[src/rtl/data_mem_access_unit.sv]
// ============================================================================
// data_mem_access_unit
// ----------------------------------------------------------------------------
// Purpose:
//   This is the initiator side of the ram256x8 data-memory interface. It takes
//   one load/store request at a time from the MEM stage over a valid/ready
//   handshake and checks its alignment. It then drives the RAM for MEM_LATENCY
//   cycles, captures the read data and returns one response over a
//   valid/ready handshake.
//
// Configuration macro:
//   DMAU_ALIGN_CHECK_EN
//     defined   : Size 11, an odd halfword address and a word address that is
//                 not 4-aligned are rejected with RspErr=1. The RAM is not
//                 accessed for a rejected request.
//     undefined : no request is rejected and RspErr stays 0. Size 11 is
//                 treated as a word. The address is aligned down to the
//                 access size.
//
// Parameters:
//   ADDR_W       byte-address width (8 -> 256-byte RAM)
//   MEM_LATENCY  cycles the RAM is enabled before DataOut is sampled (1..15)
//
// Ports:
//   clk, rst_n                clock (rising edge), async active-low reset
//   ReqValid/ReqReady         request handshake
//   ReqWrite/ReqAddr/ReqSize  request kind, byte address, size (00 b,01 h,10 w)
//   ReqSE/ReqData             load sign-extend select, right-justified store data
//   RspValid/RspReady         response handshake
//   RspData/RspErr            load data (0 for stores/errors), reject flag
//   Mem*                      RAM control/address/data/size/SE outputs
//   MemDataOut                combinational read data from RAM
// ============================================================================
module data_mem_access_unit #(
    parameter int ADDR_W      = 8,
    parameter int MEM_LATENCY = 1
) (
    input  logic              clk,
    input  logic              rst_n,
    input  logic              ReqValid,
    output logic              ReqReady,
    input  logic              ReqWrite,
    input  logic [ADDR_W-1:0] ReqAddr,
    input  logic [1:0]        ReqSize,
    input  logic              ReqSE,
    input  logic [31:0]       ReqData,
    output logic              RspValid,
    input  logic              RspReady,
    output logic [31:0]       RspData,
    output logic              RspErr,
    output logic              MemEnable,
    output logic              MemReadWrite,
    output logic [ADDR_W-1:0] MemAddress,
    output logic [31:0]       MemDataIn,
    output logic [1:0]        MemSize,
    output logic              MemSE,
    input  logic [31:0]       MemDataOut
);

    localparam logic [3:0] LAT = 4'(MEM_LATENCY);

    typedef enum logic [1:0] {
        S_IDLE,
        S_ACCESS,
        S_RESP
    } state_t;

    state_t              r_state;
    state_t              w_next;
    logic [3:0]          r_cnt;
    logic                r_write;
    logic [ADDR_W-1:0]   r_addr;
    logic [1:0]          r_size;
    logic                r_se;
    logic [31:0]         r_data;
    logic [31:0]         r_rsp_data;
    logic                r_rsp_err;

    logic                w_accept;
    logic                w_illegal;
    logic [ADDR_W-1:0]   w_addr;
    logic [1:0]          w_size;

    // Classify the incoming request. It is either rejected here, or its
    // address and size are rewritten to form an aligned-down access.
`ifdef DMAU_ALIGN_CHECK_EN
    always_comb begin
        w_size    = ReqSize;
        w_addr    = ReqAddr;
        w_illegal = (ReqSize == 2'b11) ||
                    (ReqSize == 2'b01 && ReqAddr[0]) ||
                    (ReqSize == 2'b10 && ReqAddr[1:0] != 2'b00);
    end
`else
    always_comb begin
        w_illegal = 1'b0;
        w_size    = (ReqSize == 2'b11) ? 2'b10 : ReqSize;
        w_addr    = ReqAddr;
        if (w_size == 2'b01)
            w_addr[0] = 1'b0;
        else if (w_size == 2'b10)
            w_addr[1:0] = 2'b00;
    end
`endif

    assign w_accept = ReqValid && (r_state == S_IDLE);

    always_ff @(posedge clk or negedge rst_n) begin
        if (!rst_n)
            r_state <= S_IDLE;
        else
            r_state <= w_next;
    end

    // Handshake and RAM strobes decode from the state register alone. An
    // async reset of the state therefore drops them immediately.
    always_comb begin
        w_next       = r_state;
        ReqReady     = 1'b0;
        RspValid     = 1'b0;
        MemEnable    = 1'b0;
        MemReadWrite = 1'b0;
        case (r_state)
            S_IDLE: begin
                ReqReady = 1'b1;
                if (ReqValid)
                    w_next = w_illegal ? S_RESP : S_ACCESS;
            end
            S_ACCESS: begin
                MemEnable    = 1'b1;
                MemReadWrite = r_write;
                if (r_cnt <= 4'd1)
                    w_next = S_RESP;
            end
            S_RESP: begin
                RspValid = 1'b1;
                if (RspReady)
                    w_next = S_IDLE;
            end
            default: w_next = S_IDLE;
        endcase
    end

    always_ff @(posedge clk or negedge rst_n) begin
        if (!rst_n) begin
            r_cnt      <= 4'd0;
            r_write    <= 1'b0;
            r_addr     <= '0;
            r_size     <= 2'b00;
            r_se       <= 1'b0;
            r_data     <= 32'd0;
            r_rsp_data <= 32'd0;
            r_rsp_err  <= 1'b0;
        end else begin
            if (w_accept) begin
                r_write    <= ReqWrite;
                r_addr     <= w_addr;
                r_size     <= w_size;
                r_se       <= ReqSE;
                r_data     <= ReqData;
                r_rsp_data <= 32'd0;
                r_rsp_err  <= w_illegal;
                r_cnt      <= w_illegal ? 4'd0 : LAT;
            end
            if (r_state == S_ACCESS) begin
                r_cnt <= r_cnt - 4'd1;
                // Last enabled cycle: the RAM output is valid now.
                if (r_cnt <= 4'd1)
                    r_rsp_data <= r_write ? 32'd0 : MemDataOut;
            end
        end
    end

    // Address/data lines hold the last latched request; MemEnable qualifies them.
    assign MemAddress = r_addr;
    assign MemDataIn  = r_data;
    assign MemSize    = r_size;
    assign MemSE      = r_se;
    assign RspData    = r_rsp_data;
    assign RspErr     = r_rsp_err;

endmodule

[config.mk]
export PLATFORM = sky130hd
export DESIGN_NAME = data_mem_access_unit
export DESIGN_NICKNAME = d
export VERILOG_FILES = /design/src/rtl/data_mem_access_unit.sv
export SDC_FILE = /design/constraint.sdc
export NUM_CORES = 1
export LEC_CHECK = 0
export ABC_CLOCK_PERIOD_IN_PS = 1600
export CAP_MARGIN = 20
export CORE_ASPECT_RATIO = 0.6
export CORE_MARGIN = 2
export CORE_UTILIZATION = 37
export DETAILED_ROUTE_END_ITERATION = 10
export PLACE_DENSITY = 0.88
export SLEW_MARGIN = 5
export SYNTH_ARGS = -nofsm -noshare
export SYNTH_HDL_FRONTEND = slang
export SYNTH_SLANG_ARGS = --single-unit
[constraint.sdc]
create_clock -name clk -period 1.6 [get_ports clk]
set_clock_uncertainty 0.1 [all_clocks]
set_input_delay 0.32 -clock clk [delete_from_list [all_inputs] [get_ports clk]]
set_output_delay 0.32 -clock clk [all_outputs]
set_load 0.05 [all_outputs]
==> results_dict.tcl <==
set metrics [dict create \
    synthTopCellsByArea "sky130_fd_sc_hd__dfrtp_1 60%, sky130_fd_sc_hd__mux2_2 14%, sky130_fd_sc_hd__mux2i_1 9.4%" \
    number_of_global_route_vias_before_repair 3050 \
    finalCritPeriodShare_pct 109 \
    detailedRoute.firstPassIterationCount 4 \
    status "finished with violations" \
    detail_route.iter0.violations 105 \
    ctsRootBufferMaster "sky130_fd_sc_hd__clkbuf_16" \
    syn_area_per_cell_um2 12.3 \
    power_switching_share_pct 42.3 \
    die_w_um 128 \
    critPathCaptureType "flip-flop" \
    floorplan.core_area_um2 9050 \
    yosys_warnings 0 \
    vias_per_cell 4.85 \
    routability_cong 0.803 \
    worst-endpoint-arrival_ps 1860 \
    unrepaired_setup_endpoints_after_global_routing "yes" \
    synthToLayoutAreaGrowth_pct 93.8 \
    cts-buffers-inserted 9 \
    synth-edff-count 0 \
    num_rows 27 \
    leakagePower_nw 3.09 \
    final.setup.tns_ps -8620 \
    synth_area_leader_cell "sky130_fd_sc_hd__dfrtp_1" \
    grt_max_degree 83 \
    asyncSetResetFlopFracSynth_pct 100 \
    drive_above_1_share_pct 39.7 \
    totalWireLength_mm 10.1 \
    finalSetupViolCount 81 \
    r2r.worst_path.cells 6 \
    critical_path_class "reg -> reg" \
    postSynthNetCount 358 \
    dpl.hpwl_mm 7.03 \
    numPortBuffers 158 \
    yosys.cell_count.top_type "sky130_fd_sc_hd__dfrtp_1" \
    design_power_total_w 0.0167 \
    synth-seq-cells 82 \
    setup.worst_path.start_class "flip-flop" \
    min-delay-start "r_write" \
    die_height_um 78.3 \
    ir_drop_mv 1.55 \
    holdPathEnd "r_write" \
    path_clk_slew_ps 60 \
    route.antenna.remaining_nets 0 \
    design.die.area_um2 10000 \
    cp_slowest_stage_delay_ps 460 \
    worst_r2r_startpoint "r_cnt[0]" \
    max_freq_mhz 572 \
    grt_usage_pct 20.6 \
    mappedNetlistArea_um2 3400 \
    clock_tree.htree_level_count 3 \
    maxCapViolCount 0 \
    critPathTopFamily "simple AND/OR/NAND/NOR gates" \
    timing_hold_violations_final 0 \
    worst_path_cell_chain "inv_1, ha_2, nor2_2, or4_4, buf_12, mux2i_2" \
    min_period_ps 1750 \
    floorplan.initialDensity_pct 37.6 \
    timing.critical_path.slowest_stage_cell "sky130_fd_sc_hd__or4_4" \
    share_seq_of_total_power_pct 24.6 \
    total_via_count_in_the_routed_design 2799 \
    netSwitchingPower_w 0.00707 \
    layout.nets 538 \
    global_route_wire_length_before_repair_mm 15.8 \
    synth.top_cell.area_share_pct 60.3 \
    failed_checks "negative setup slack" \
    synth_commonest_cells "82 x sky130_fd_sc_hd__dfrtp_1, 70 x sky130_fd_sc_hd__nand2_1, 41 x sky130_fd_sc_hd__mux2_2" \
    worstHoldPathCells 1 \
    p_int_w 0.00965 \
    kind_of_path_behind_the_tightest_hold_check "reg -> reg" \
    antenna_found_initial 0 \
    clock_path_buffers 2 \
    synth_cell_types 23 \
    synth-main-ff-cell "sky130_fd_sc_hd__dfrtp_1" \
    antenna_cells_inserted 0 \
    clk_sinks 82 \
    final_critical_path_setup_slack_ps -147 \
    wire_per_inst_um 17.5 \
    path_buf_inv 2 \
    preCtsSetupSlack_ps -369 \
    timing.rr.end "RspData[11]" \
    comb_power_share_pct 62.9 \
    maxSlewViolCount 0 \
    number_of_top_level_pins 160 \
    grt_residual_overflow 0 \
    clockPowerShare_pct 12.5 \
    fin_util_pct 72.8 \
    crit_required_ps 1710 \
    reg2reg_slack_ps -150 \
    seq_area_frac_synth_pct 60.3 \
    critical_path.max_fanout 20 \
    cts_tree "done" \
    power_per_cell_area_nw_per_um2 2540 \
    worst_skew_pair.late_latency_ps 330 \
    remaining_drc_errors 0 \
    postSynthCellCount 276 \
]
-- sequential cells by signal, summed over array words and instances (netlist names) --
register    cells
r_cnt           4
MemAddress      8
MemSE           1
MemDataIn      32
r_write         1
r_state         2
RspData        32
MemSize         2
-- power groups by stage --
stage	registers (W)	clock network, W	logic, W
6_report	0.00411	0.00208	0.0105
5_1_grt	0.00423	0.00225	0.0109
4_1_cts	0.00412	0.00215	0.0102
3_5_place_dp	0.00414	0	0.00997
3_3_place_gp	0.00407	0	0.00979
2_1_floorplan	0.00666	0	0.00212
-- placed cells by master (no fill, tap or decap), types with 2 or more instances in the layout --
cell	n
sky130_fd_sc_hd__bufbuf_16	2
sky130_fd_sc_hd__mux2i_1	30
sky130_fd_sc_hd__nor2_4	2
sky130_fd_sc_hd__clkinvlp_4	2
sky130_fd_sc_hd__clkbuf_16	11
sky130_fd_sc_hd__buf_4	9
sky130_fd_sc_hd__buf_6	8
sky130_fd_sc_hd__buf_8	2
sky130_fd_sc_hd__nand2_2	2
sky130_fd_sc_hd__mux2_2	41
sky130_fd_sc_hd__nand2_1	68
sky130_fd_sc_hd__o21ai_1	4
sky130_fd_sc_hd__clkdlybuf4s50_1	78
sky130_fd_sc_hd__inv_1	2
sky130_fd_sc_hd__nand2b_1	2
sky130_fd_sc_hd__inv_2	2
sky130_fd_sc_hd__nand3_1	2
sky130_fd_sc_hd__dfrtp_1	81
sky130_fd_sc_hd__nand2b_4	2
sky130_fd_sc_hd__buf_12	84
sky130_fd_sc_hd__mux2i_2	2
sky130_fd_sc_hd__o21ai_2	3
sky130_fd_sc_hd__clkbuf_8	2
-- repair_timing --
| item | CTS | global route |
|---|---|---|
| resized for setup | 10 | 26 |
| gates cloned | 2 | 4 |
| endpoints found under the hold margin | 82 | 0 |
| hold buffers | 1 | 0 |
| setup endpoints to repair | 63 | 82 |
| setup buffers | 1 | 7 |
| pin swaps | 1 | 1 |
-- metal layers --
metal	vias up	part of all wire, %	global-route usage (%)
li1	1277	-	-
met1	1391	40	24.2
met2	119	48	33.3
met3	12	11	10.9
met4	0	1.1	5.38
met5	-	0	0
-- worst max-delay path by stage --
stage,from,to,slack (ps),cells past startpoint
after floorplan,r_cnt[0],RspData[10],-80,7
after global placement,ReqValid,MemDataIn[27],-340,4
after detailed placement,ReqValid,MemDataIn[9],-370,4
after CTS,r_cnt[1],RspData[7],-140,6
after global routing,r_cnt[0],RspData[7],-180,6
final,r_cnt[0],RspData[11],-150,6
-- cells by family after synthesis --
group	count (synthesis)	synth area share (%)
mux	73	23.0
compound gates	10	1.66
simple gates	86	10.6
other cells	1	0.110
flops	82	60.3
buf+inv	22	3.61
fa+ha+maj	2	0.736
-- area by class of cell --
type | instances | area [um2]
Clock inverter | 4 | 50.0
Timing Repair Buffer | 186 | 2780
Clock buffer | 12 | 256
Tap cell | 116 | 145
Sequential cell | 82 | 2050
Fill cell | 572 | 2460
Multi-Input combinational cell | 172 | 1290
Inverter | 5 | 21.3
-- through the flow --
step           std cells  hold WS [ps]  instance area [um2]
2_1_floorplan        276         -75.6                 3440
3_3_place_gp         547           275                 5990
4_1_cts              567           414                 6410
3_5_place_dp         547           291                 5990
5_1_grt              577           433                 6590
6_report             577           412                 6590
Note: power is estimated with default switching activity, not from simulation.
